$ cat src/rtl/idma_eh_sequencer.sv
`default_nettype none
// ============================================================================
// Module   : idma_eh_sequencer
// Brief    : iDMA backend error-handling controller. Arbitrates read, write and
//            backend errors, reports them one at a time and applies the
//            frontend's CONTINUE/ABORT action. Optional error capture FIFO is
//            enabled with `define IDMA_EH_ERR_FIFO_EN.
// Revision : 1.0 - initial release
// ============================================================================
module idma_eh_sequencer #(
    parameter int unsigned ADDR_WIDTH     = 32,
    parameter int unsigned ERR_FIFO_DEPTH = 2,
    parameter int unsigned CNT_WIDTH      = 8
) (
    input  logic                  clk_i,
    input  logic                  rst_i,
    input  logic                  r_err_valid_i,
    input  logic [ADDR_WIDTH-1:0] r_err_addr_i,
    output logic                  r_err_ready_o,
    input  logic                  w_err_valid_i,
    input  logic [ADDR_WIDTH-1:0] w_err_addr_i,
    output logic                  w_err_ready_o,
    input  logic                  be_err_valid_i,
    input  logic [ADDR_WIDTH-1:0] be_err_addr_i,
    output logic                  be_err_ready_o,
    output logic                  err_valid_o,
    input  logic                  err_ready_i,
    output logic [1:0]            err_type_o,
    output logic [ADDR_WIDTH-1:0] err_addr_o,
    input  logic                  eh_valid_i,
    input  logic                  eh_i,
    output logic                  eh_ready_o,
    output logic                  halt_o,
    output logic                  abort_o,
    input  logic                  abort_done_i,
    output logic [CNT_WIDTH-1:0]  abort_cnt_o,
    output logic                  eh_fsm_busy_o,
    output logic                  eh_cnt_busy_o
);

    localparam logic [1:0] c_ST_IDLE     = 2'd0;
    localparam logic [1:0] c_ST_REPORT   = 2'd1;
    localparam logic [1:0] c_ST_WAIT_ACT = 2'd2;
    localparam logic [1:0] c_ST_ABORT    = 2'd3;

    localparam logic [1:0] c_TYPE_RD = 2'd0;
    localparam logic [1:0] c_TYPE_WR = 2'd1;
    localparam logic [1:0] c_TYPE_BE = 2'd2;

    // Pending holds every FIFO entry plus the error currently being handled.
    localparam int unsigned c_PEND_W = $clog2(ERR_FIFO_DEPTH + 2);

    logic [1:0]            r_state;
    logic [1:0]            r_cap_type;
    logic [ADDR_WIDTH-1:0] r_cap_addr;
    logic [c_PEND_W-1:0]   r_pend;
    logic [CNT_WIDTH-1:0]  r_abort_cnt;

    logic                  w_src_any;
    logic [1:0]            w_src_type;
    logic [ADDR_WIDTH-1:0] w_src_addr;
    logic                  w_push;
    logic                  w_grant;
    logic                  w_take;
    logic [1:0]            w_take_type;
    logic [ADDR_WIDTH-1:0] w_take_addr;
    logic                  w_resolve;

    // Fixed priority: BACKEND > BUS_READ > BUS_WRITE.
    always_comb begin
        w_src_any  = be_err_valid_i | r_err_valid_i | w_err_valid_i;
        w_src_type = c_TYPE_WR;
        w_src_addr = w_err_addr_i;
        if (be_err_valid_i) begin
            w_src_type = c_TYPE_BE;
            w_src_addr = be_err_addr_i;
        end else if (r_err_valid_i) begin
            w_src_type = c_TYPE_RD;
            w_src_addr = r_err_addr_i;
        end
    end

`ifdef IDMA_EH_ERR_FIFO_EN
    localparam int unsigned c_PTR_W = $clog2(ERR_FIFO_DEPTH);

    logic [1:0]            r_fifo_type [ERR_FIFO_DEPTH];
    logic [ADDR_WIDTH-1:0] r_fifo_addr [ERR_FIFO_DEPTH];
    logic [c_PTR_W:0]      r_wr_ptr;
    logic [c_PTR_W:0]      r_rd_ptr;
    logic                  w_fifo_empty;
    logic                  w_fifo_full;

    assign w_fifo_empty = (r_wr_ptr == r_rd_ptr);
    assign w_fifo_full  = (r_wr_ptr[c_PTR_W] != r_rd_ptr[c_PTR_W]) &&
                          (r_wr_ptr[c_PTR_W-1:0] == r_rd_ptr[c_PTR_W-1:0]);
    assign w_take       = (r_state == c_ST_IDLE) && !w_fifo_empty;
    // A pop in the same cycle frees the slot, so a full FIFO may still accept.
    assign w_push       = w_src_any && (!w_fifo_full || w_take);
    assign w_take_type  = r_fifo_type[r_rd_ptr[c_PTR_W-1:0]];
    assign w_take_addr  = r_fifo_addr[r_rd_ptr[c_PTR_W-1:0]];

    always_ff @(posedge clk_i or posedge rst_i) begin
        if (rst_i) begin
            r_wr_ptr <= '0;
            r_rd_ptr <= '0;
            for (int i = 0; i < int'(ERR_FIFO_DEPTH); i++) begin
                r_fifo_type[i] <= '0;
                r_fifo_addr[i] <= '0;
            end
        end else begin
            if (w_push) begin
                r_fifo_type[r_wr_ptr[c_PTR_W-1:0]] <= w_src_type;
                r_fifo_addr[r_wr_ptr[c_PTR_W-1:0]] <= w_src_addr;
                r_wr_ptr <= r_wr_ptr + (c_PTR_W+1)'(1);
            end
            if (w_take) begin
                r_rd_ptr <= r_rd_ptr + (c_PTR_W+1)'(1);
            end
        end
    end
`else
    assign w_push      = (r_state == c_ST_IDLE) && w_src_any;
    assign w_take      = w_push;
    assign w_take_type = w_src_type;
    assign w_take_addr = w_src_addr;
`endif

    assign w_grant        = w_push && !rst_i;
    assign be_err_ready_o = w_grant && be_err_valid_i;
    assign r_err_ready_o  = w_grant && r_err_valid_i && !be_err_valid_i;
    assign w_err_ready_o  = w_grant && w_err_valid_i && !be_err_valid_i && !r_err_valid_i;

    assign w_resolve = ((r_state == c_ST_WAIT_ACT) && eh_valid_i && !eh_i) ||
                       ((r_state == c_ST_ABORT) && abort_done_i);

    always_ff @(posedge clk_i or posedge rst_i) begin
        if (rst_i) begin
            r_state     <= c_ST_IDLE;
            r_cap_type  <= '0;
            r_cap_addr  <= '0;
            r_pend      <= '0;
            r_abort_cnt <= '0;
        end else begin
            if (w_take) begin
                r_cap_type <= w_take_type;
                r_cap_addr <= w_take_addr;
            end
            case (r_state)
                c_ST_IDLE: begin
                    if (w_take) r_state <= c_ST_REPORT;
                end
                c_ST_REPORT: begin
                    if (err_ready_i) r_state <= c_ST_WAIT_ACT;
                end
                c_ST_WAIT_ACT: begin
                    if (eh_valid_i) begin
                        if (eh_i) begin
                            r_state <= c_ST_ABORT;
                            if (!(&r_abort_cnt)) r_abort_cnt <= r_abort_cnt + CNT_WIDTH'(1);
                        end else begin
                            r_state <= c_ST_IDLE;
                        end
                    end
                end
                default: begin
                    if (abort_done_i) r_state <= c_ST_IDLE;
                end
            endcase
            case ({w_push, w_resolve})
                2'b10:   r_pend <= r_pend + c_PEND_W'(1);
                2'b01:   r_pend <= r_pend - c_PEND_W'(1);
                default: r_pend <= r_pend;
            endcase
        end
    end

    assign err_valid_o   = (r_state == c_ST_REPORT);
    assign err_type_o    = r_cap_type;
    assign err_addr_o    = r_cap_addr;
    assign eh_ready_o    = (r_state == c_ST_WAIT_ACT);
    assign halt_o        = (r_state != c_ST_IDLE);
    assign abort_o       = (r_state == c_ST_ABORT);
    assign abort_cnt_o   = r_abort_cnt;
    assign eh_fsm_busy_o = (r_state != c_ST_IDLE);
    assign eh_cnt_busy_o = (r_pend != '0);

endmodule
`default_nettype wire

$ cat config.mk
export PLATFORM = sky130hd
export DESIGN_NAME = idma_eh_sequencer
export DESIGN_NICKNAME = d
export VERILOG_FILES = /design/src/rtl/idma_eh_sequencer.sv
export SDC_FILE = /design/constraint.sdc
export NUM_CORES = 1
export LEC_CHECK = 0
export ABC_AREA = 1
export BUFFER_PORTS_ARGS = -buffer_cell sky130_fd_sc_hd__buf_2
export CAP_MARGIN = 20
export CORE_MARGIN = 3
export CORE_UTILIZATION = 44
export CTS_CLUSTER_SIZE = 24
export DETAILED_ROUTE_END_ITERATION = 10
export GPL_TIMING_DRIVEN = 0
export PLACE_DENSITY = 0.8
export SYNTH_ARGS = -nofsm -noshare
export SYNTH_HDL_FRONTEND = slang
export SYNTH_SLANG_ARGS = --single-unit
$ cat constraint.sdc
create_clock -name clk_i -period 1.99 [get_ports clk_i]
set_input_delay 0.0995 -clock clk_i [delete_from_list [all_inputs] [get_ports clk_i]]
set_output_delay 0.0995 -clock clk_i [all_outputs]
set_load 0.01 [all_outputs]
Word level (Yosys, flattened, before mapping)
Cells that the tools add are included.

word-level totals
  bits in registers = 46
  bits of input ports = 105
  output and inout port bits = 51
  word-level logic and storage cells = 54

cells by class
  $add $sub $neg = 3
  equality and inequality tests = 8
  multiplexer cells = 11
  bitwise operators = 3
  reduce and logical (&&, ||, !) cells = 24

operator list
  cell                   count
  $mux W32               2
  $mux W2                6
  $logic_and A1 B1 Y1    11
  $add A8 B1 Y8 const B  1
  $reduce_and A4 Y1      2
  $reduce_and A8 Y1      1
  $eq A2 B2 Y1 const B   3
  $pmux W2 S3            1
  $reduce_bool A2 Y1     3
  $eq A2 B1 Y1 const B   2
  $logic_not A1 Y1       4
  $ne A2 B2 Y1 const B   2
  $pmux W2 S2            1
  $reduce_bool A4 Y1     1
  $add A2 B1 Y2 const B  1
  $logic_not A2 Y1       1
  $ne A2 B1 Y1 const B   1
  $or A1 B1 Y1           2
  $sub A2 B1 Y2 const B  1
  $logic_or A1 B1 Y1     1
  $mux W1                1
  $not A1 Y1             1

Logic depth before layout (Yosys ltp)
  word-level depth = 7
  mapped depth = 10
  mapped depth without buffers = 9

Least setup slack after synthesis
OpenSTA, ideal clock, no wires.

  path kind = reg2reg
  from = register r_state[0]
  to = register r_pend[1]
  setup time = 124 ps
  arrival = 1623 ps
  required time = 1866 ps
  setup slack = 243 ps
  cell stages (with the launch flop) = 10
  path buffers = 2
  period minus slack after synthesis = 1747 ps
  cell sequence = dfrtp_1 -> inv_1 -> ha_1 -> nand2_2 -> buf_6 -> buf_6 -> ha_1 -> a21oi_1 -> o21ai_0 -> xnor2_1

between the ends
  word-level cells in the longest chain between the ends = 6
  elaborated cells between the ends (all ways) = 12
  those cells by class = eq/ne: 4; mux: 1; reduce/logical: 7

RTL lines
  what                                               RTL line  text
  start: declaration                                 53        logic [1:0] r_state;
  start signal: assignment                           138       r_state <= c_ST_IDLE;
  start signal: assignment                           150       if (w_take) r_state <= c_ST_REPORT;
  start signal: assignment                           153       if (err_ready_i) r_state <= c_ST_WAIT_ACT;
  $eq A2 B2 Y1                                       133       assign w_resolve = ((r_state == c_ST_WAIT_ACT) && eh_valid_i && !eh_i) ||
  $logic_and A1 B1 Y1 (2 in series)                  133
  $logic_or A1 B1 Y1                                 133
  $eq A2 B1 Y1 or $eq A2 B2 Y1 (tied branches)       169       case ({w_push, w_resolve})
  $pmux W2 S2 or $reduce_bool A2 Y1 (tied branches)  --
  end signal: assignment                             170       2'b10: r_pend <= r_pend + c_PEND_W'(1);
  end signal: assignment                             171       2'b01: r_pend <= r_pend - c_PEND_W'(1);
  end signal: assignment                             172       default: r_pend <= r_pend;
  end: declaration                                   56        logic [c_PEND_W-1:0] r_pend;

Parallel ways exist; a longest one is shown, timed or not.
A chain may end at the register's enable or synchronous reset.

Worst setup path in the final report
Same ends and word-level chain as after synthesis.

==> results.json <==
{
  "result_of_the_run": "finished, final reports clean",
  "syn_inst": 398,
  "hold_violations": 0,
  "dominant_combinational_cell_family_by_area_after_synthesis": "simple AND/OR/NAND/NOR gates",
  "worst_slew_pin_slew_ns": 0.501,
  "post_synth.cell_area_avg_sq_um": 6.83,
  "drt_pre_antenna_iters": 4,
  "worst-endpoint-arrival_ns": 2.02,
  "place.port_buffers": 153,
  "ctsLongestPathBuffers": 2,
  "core_area_sq_um": 5960,
  "synth.lib_cells_used.distinct": 23,
  "synth_commonest_cells": "228 x sky130_fd_sc_hd__nand2_1, 48 x sky130_fd_sc_hd__nand3_1, 46 x sky130_fd_sc_hd__dfrtp_1, 15 x sky130_fd_sc_hd__inv_1, 9 x sky130_fd_sc_hd__buf_2",
  "min-delay-start": "w_err_addr_i[6]",
  "vias_in_the_first_global_route": 2999,
  "timing_worst_setup_path_type": "reg -> reg",
  "r2r-end": "r_pend[1]",
  "placementRows": 28,
  "initial_utilization": 0.457,
  "numCtsBuffers": 5,
  "first_drt_iteration_drcs": 90,
  "asyncSetResetFlopFracSynth": 1.00,
  "worstPathCellList": "inv_2 > ha_2 > nand2_2 > buf_6 > buf_6 > ha_1 > a21oi_1 > o21ai_1 > xnor2_1",
  "max-slew-margin-rel": 0.666,
  "cell_internal_pwr_uw": 2510,
  "sequentialPowerShare": 0.370,
  "sequential_fraction_of_the_synthesis_area": 0.423,
  "cts-root-buf": "sky130_fd_sc_hd__clkbuf_8",
  "gp_congestion": 0.859,
  "synthTopCellsByArea": "sky130_fd_sc_hd__dfrtp_1 42%, sky130_fd_sc_hd__nand2_1 31%, sky130_fd_sc_hd__nand3_1 8.8%, sky130_fd_sc_hd__ha_1 2.8%, sky130_fd_sc_hd__buf_6 2.1%",
  "min_period_ns": 1.85,
  "yosys.area.top_type_share": 0.423,
  "slowest_stage": "sky130_fd_sc_hd__dfrtp_2",
  "grt_pass1_wl_microns": 13600,
  "post-route-drc-count": 0,
  "timing_max_transition_violations_final": 0,
  "number_of_cells_on_the_worst_hold_path": 3,
  "die-width_microns": 84.6,
  "worstSetupEndpointType": "flop",
  "critical_path_peak_fanout": 10,
  "grt_overflow_total": 0,
  "yosysWarningCount": 0,
  "xor_and_xnor_area_share_after_synthesis": 0.0161,
  "r2r_start": "r_state[0]",
  "design.final.nets": 673,
  "global_route.usage.total": 0.229,
  "ir_worst_vdd_mv": 0.666,
  "synthesized_area_fraction_occupied_by_ao_oa_aoi_and_oai_cells": 0.0166,
  "drt-wirelength-per-cell_microns": 12.5,
  "power_frac_clock": 0.124,
  "pwr-share-comb": 0.506,
  "cts.clk_slew.worst_paths_ns": 0.08,
  "clk-insertion-delay-late_ns": 0.29,
  "total_switching_power_uw": 1810,
  "htreeDepth": 2,
  "synth-main-ff-cell": "sky130_fd_sc_hd__dfrtp_1",
  "drt-total-wl_microns": 7930,
  "worst_ep_required_time_ns": 2.16,
  "timing.hold.worst.class": "in -> reg",
  "ant_nets": 0,
  "antenna-diode-count": 0,
  "largest_net_degree_at_the_start_of_global_routing": 25,
  "crit_top_cell": "sky130_fd_sc_hd__buf_6",
  "dpl.hpwl_microns": 6380,
  "clock_sink_count": 46,
  "timing.hold.ws_ns": 0.0388,
  "report.final.setup_viol": 0,
  "static_leakage_uw": 0.00222,
  "cts_tree": "built",
  "i_o_pin_count": 156,
  "synth.ff_latch_count": 46,
  "die_y_microns": 84.6,
  "design.die.area_sq_um": 7160,
  "post_synth_mux_area_share": 0,
  "grt_antenna_before_repair": 0,
  "holdPathEnd": "err_addr_o[6]",
  "power.density_nw_per_um2": 1160,
  "post_route_cells_drive_above_1_share": 0.338,
  "critical_path.startpoint_type": "flop",
  "yosys.area_share.adder": 0.0276,
  "synthDominantAreaCellType": "sky130_fd_sc_hd__dfrtp_1",
  "r2r_cells": 9,
  "final.period_utilization": 0.932,
  "synth-simple-area-share": 0.443,
  "syn-cell-area_sq_um": 2720,
  "fmaxAchievable_mhz": 539,
  "max_cap_violations": 0,
  "synth_enable_flop_cells": 0,
  "vias_per_cell": 4.77,
  "fin_worst_skew_ns": 0.00976,
  "area_growth_from_synthesis_to_final_layout_pct": 36.5,
  "critical_path.max_stage_delay_ns": 0.43,
  "synth_most_common_cell": "sky130_fd_sc_hd__nand2_1",
  "worst-r2r-setup-slack_ns": 0.14,
  "fin_total_pwr_uw": 4320,
  "switching_share": 0.419,
  "synth.net_count": 509,
  "num_vias": 3038,
  "setup_repair_after_global_routing_missed_its_margin": "false"
}
critical path: cells and delay by family (launching register included):
family | cells | cell delay [ns]
adders and majority gates | 2 | 0.52
xor gates and xnor gates | 1 | 0.13
AOI/OAI and AO/OA | 2 | 0.22
and+or+nand+nor | 1 | 0.07
buffers and inverters | 3 | 0.35
DFF | 1 | 0.43
worst max-delay path by stage:
stage	from	end	slack, ns
2_1_floorplan	r_state[0]	r_pend[1]	0.24
3_3_place_gp	rst_i	be_err_ready_o	-0.18
3_5_place_dp	r_state[0]	r_pend[1]	0.02
4_1_cts	r_state[0]	r_pend[1]	0.009
5_1_grt	r_state[0]	r_pend[1]	0.01
6_report	r_state[0]	r_pend[1]	0.14
sequential cells by signal (all words and copies together) (netlist names):
register and flops:
err_type_o 2, abort_cnt_o 8, r_state 2, err_addr_o 32, r_pend 2
per-stage QoR:
stage | TNS [ns] | utilization | std cells | area, sq um | worst slack (ns)
2_1_floorplan | 0 | - | 398 | 2720 | 0.243
3_3_place_gp | -0.282 | 0.601 | 626 | 3580 | -0.181
3_5_place_dp | 0 | 0.606 | 627 | 3610 | 0.0188
4_1_cts | 0 | 0.620 | 635 | 3690 | 0.00928
5_1_grt | 0 | 0.624 | 637 | 3710 | 0.00992
6_report | 0 | 0.624 | 637 | 3710 | 0.136
per-layer routing:
layer / GRT usage / wire length, microns
met3: 0.0422 / 614
met2: 0.408 / 3970
met4: 0.0460 / 87
met1: 0.290 / 3260
met5: 0 / 0
placed cells by master (no fill, tap or decap), types with 2 or more instances in the layout:
master                     synthesis  layout
sky130_fd_sc_hd__buf_6             5       5
sky130_fd_sc_hd__clkbuf_8          0       5
sky130_fd_sc_hd__xnor2_1           3       3
sky130_fd_sc_hd__ha_1              6       5
sky130_fd_sc_hd__buf_4             2       4
sky130_fd_sc_hd__nand3_1          48      48
sky130_fd_sc_hd__nand2_2           2       2
sky130_fd_sc_hd__o21ai_0           6       5
sky130_fd_sc_hd__a21oi_1           2       2
sky130_fd_sc_hd__buf_2             9     162
sky130_fd_sc_hd__nor2_1            8       8
sky130_fd_sc_hd__nand2_1         228     228
sky130_fd_sc_hd__clkbuf_1          4       6
sky130_fd_sc_hd__inv_2             3       5
sky130_fd_sc_hd__xor2_1            2       2
sky130_fd_sc_hd__dfrtp_1          46      45
sky130_fd_sc_hd__inv_1            15      12
sky130_fd_sc_hd__o21ai_1           1       2
sky130_fd_sc_hd__nand4_1           3       3
area by class of cell:
class | count | area, sq um
Multi-Input combinational cell | 314 | 1370
Sequential cell | 46 | 1150
Buffer | 20 | 131
Clock buffer | 7 | 76.3
Inverter | 18 | 68.8
Tap cell | 75 | 93.8
Timing Repair Buffer | 157 | 818
Fill cell | 558 | 2240
logic make-up (layout without fill, tap and decap cells):
kind of cell,after synthesis,after routing
adders and majority gates,6,6
buffers and inverters,38,202
xor gates and xnor gates,5,5
DFF,46,46
and+or+nand+nor,294,294
AOI/OAI and AO/OA,9,9
timing repair:
item                                   CTS  global route
hold buffers                             1             0
setup endpoints to repair                0             3
resized for setup                        0             6
endpoints found under the hold margin   23             0
buffers inserted                         0             2
power groups by stage:
stage | clock [uW] | combinational (uW) | sequential [uW]
4_1_cts | 548 | 2170 | 1600
6_report | 535 | 2190 | 1600
3_3_place_gp | 0 | 2090 | 1600
5_1_grt | 587 | 2470 | 1660
3_5_place_dp | 0 | 2170 | 1610
2_1_floorplan | 0 | 1170 | 1750
Note: power is estimated with default switching activity, not from simulation.
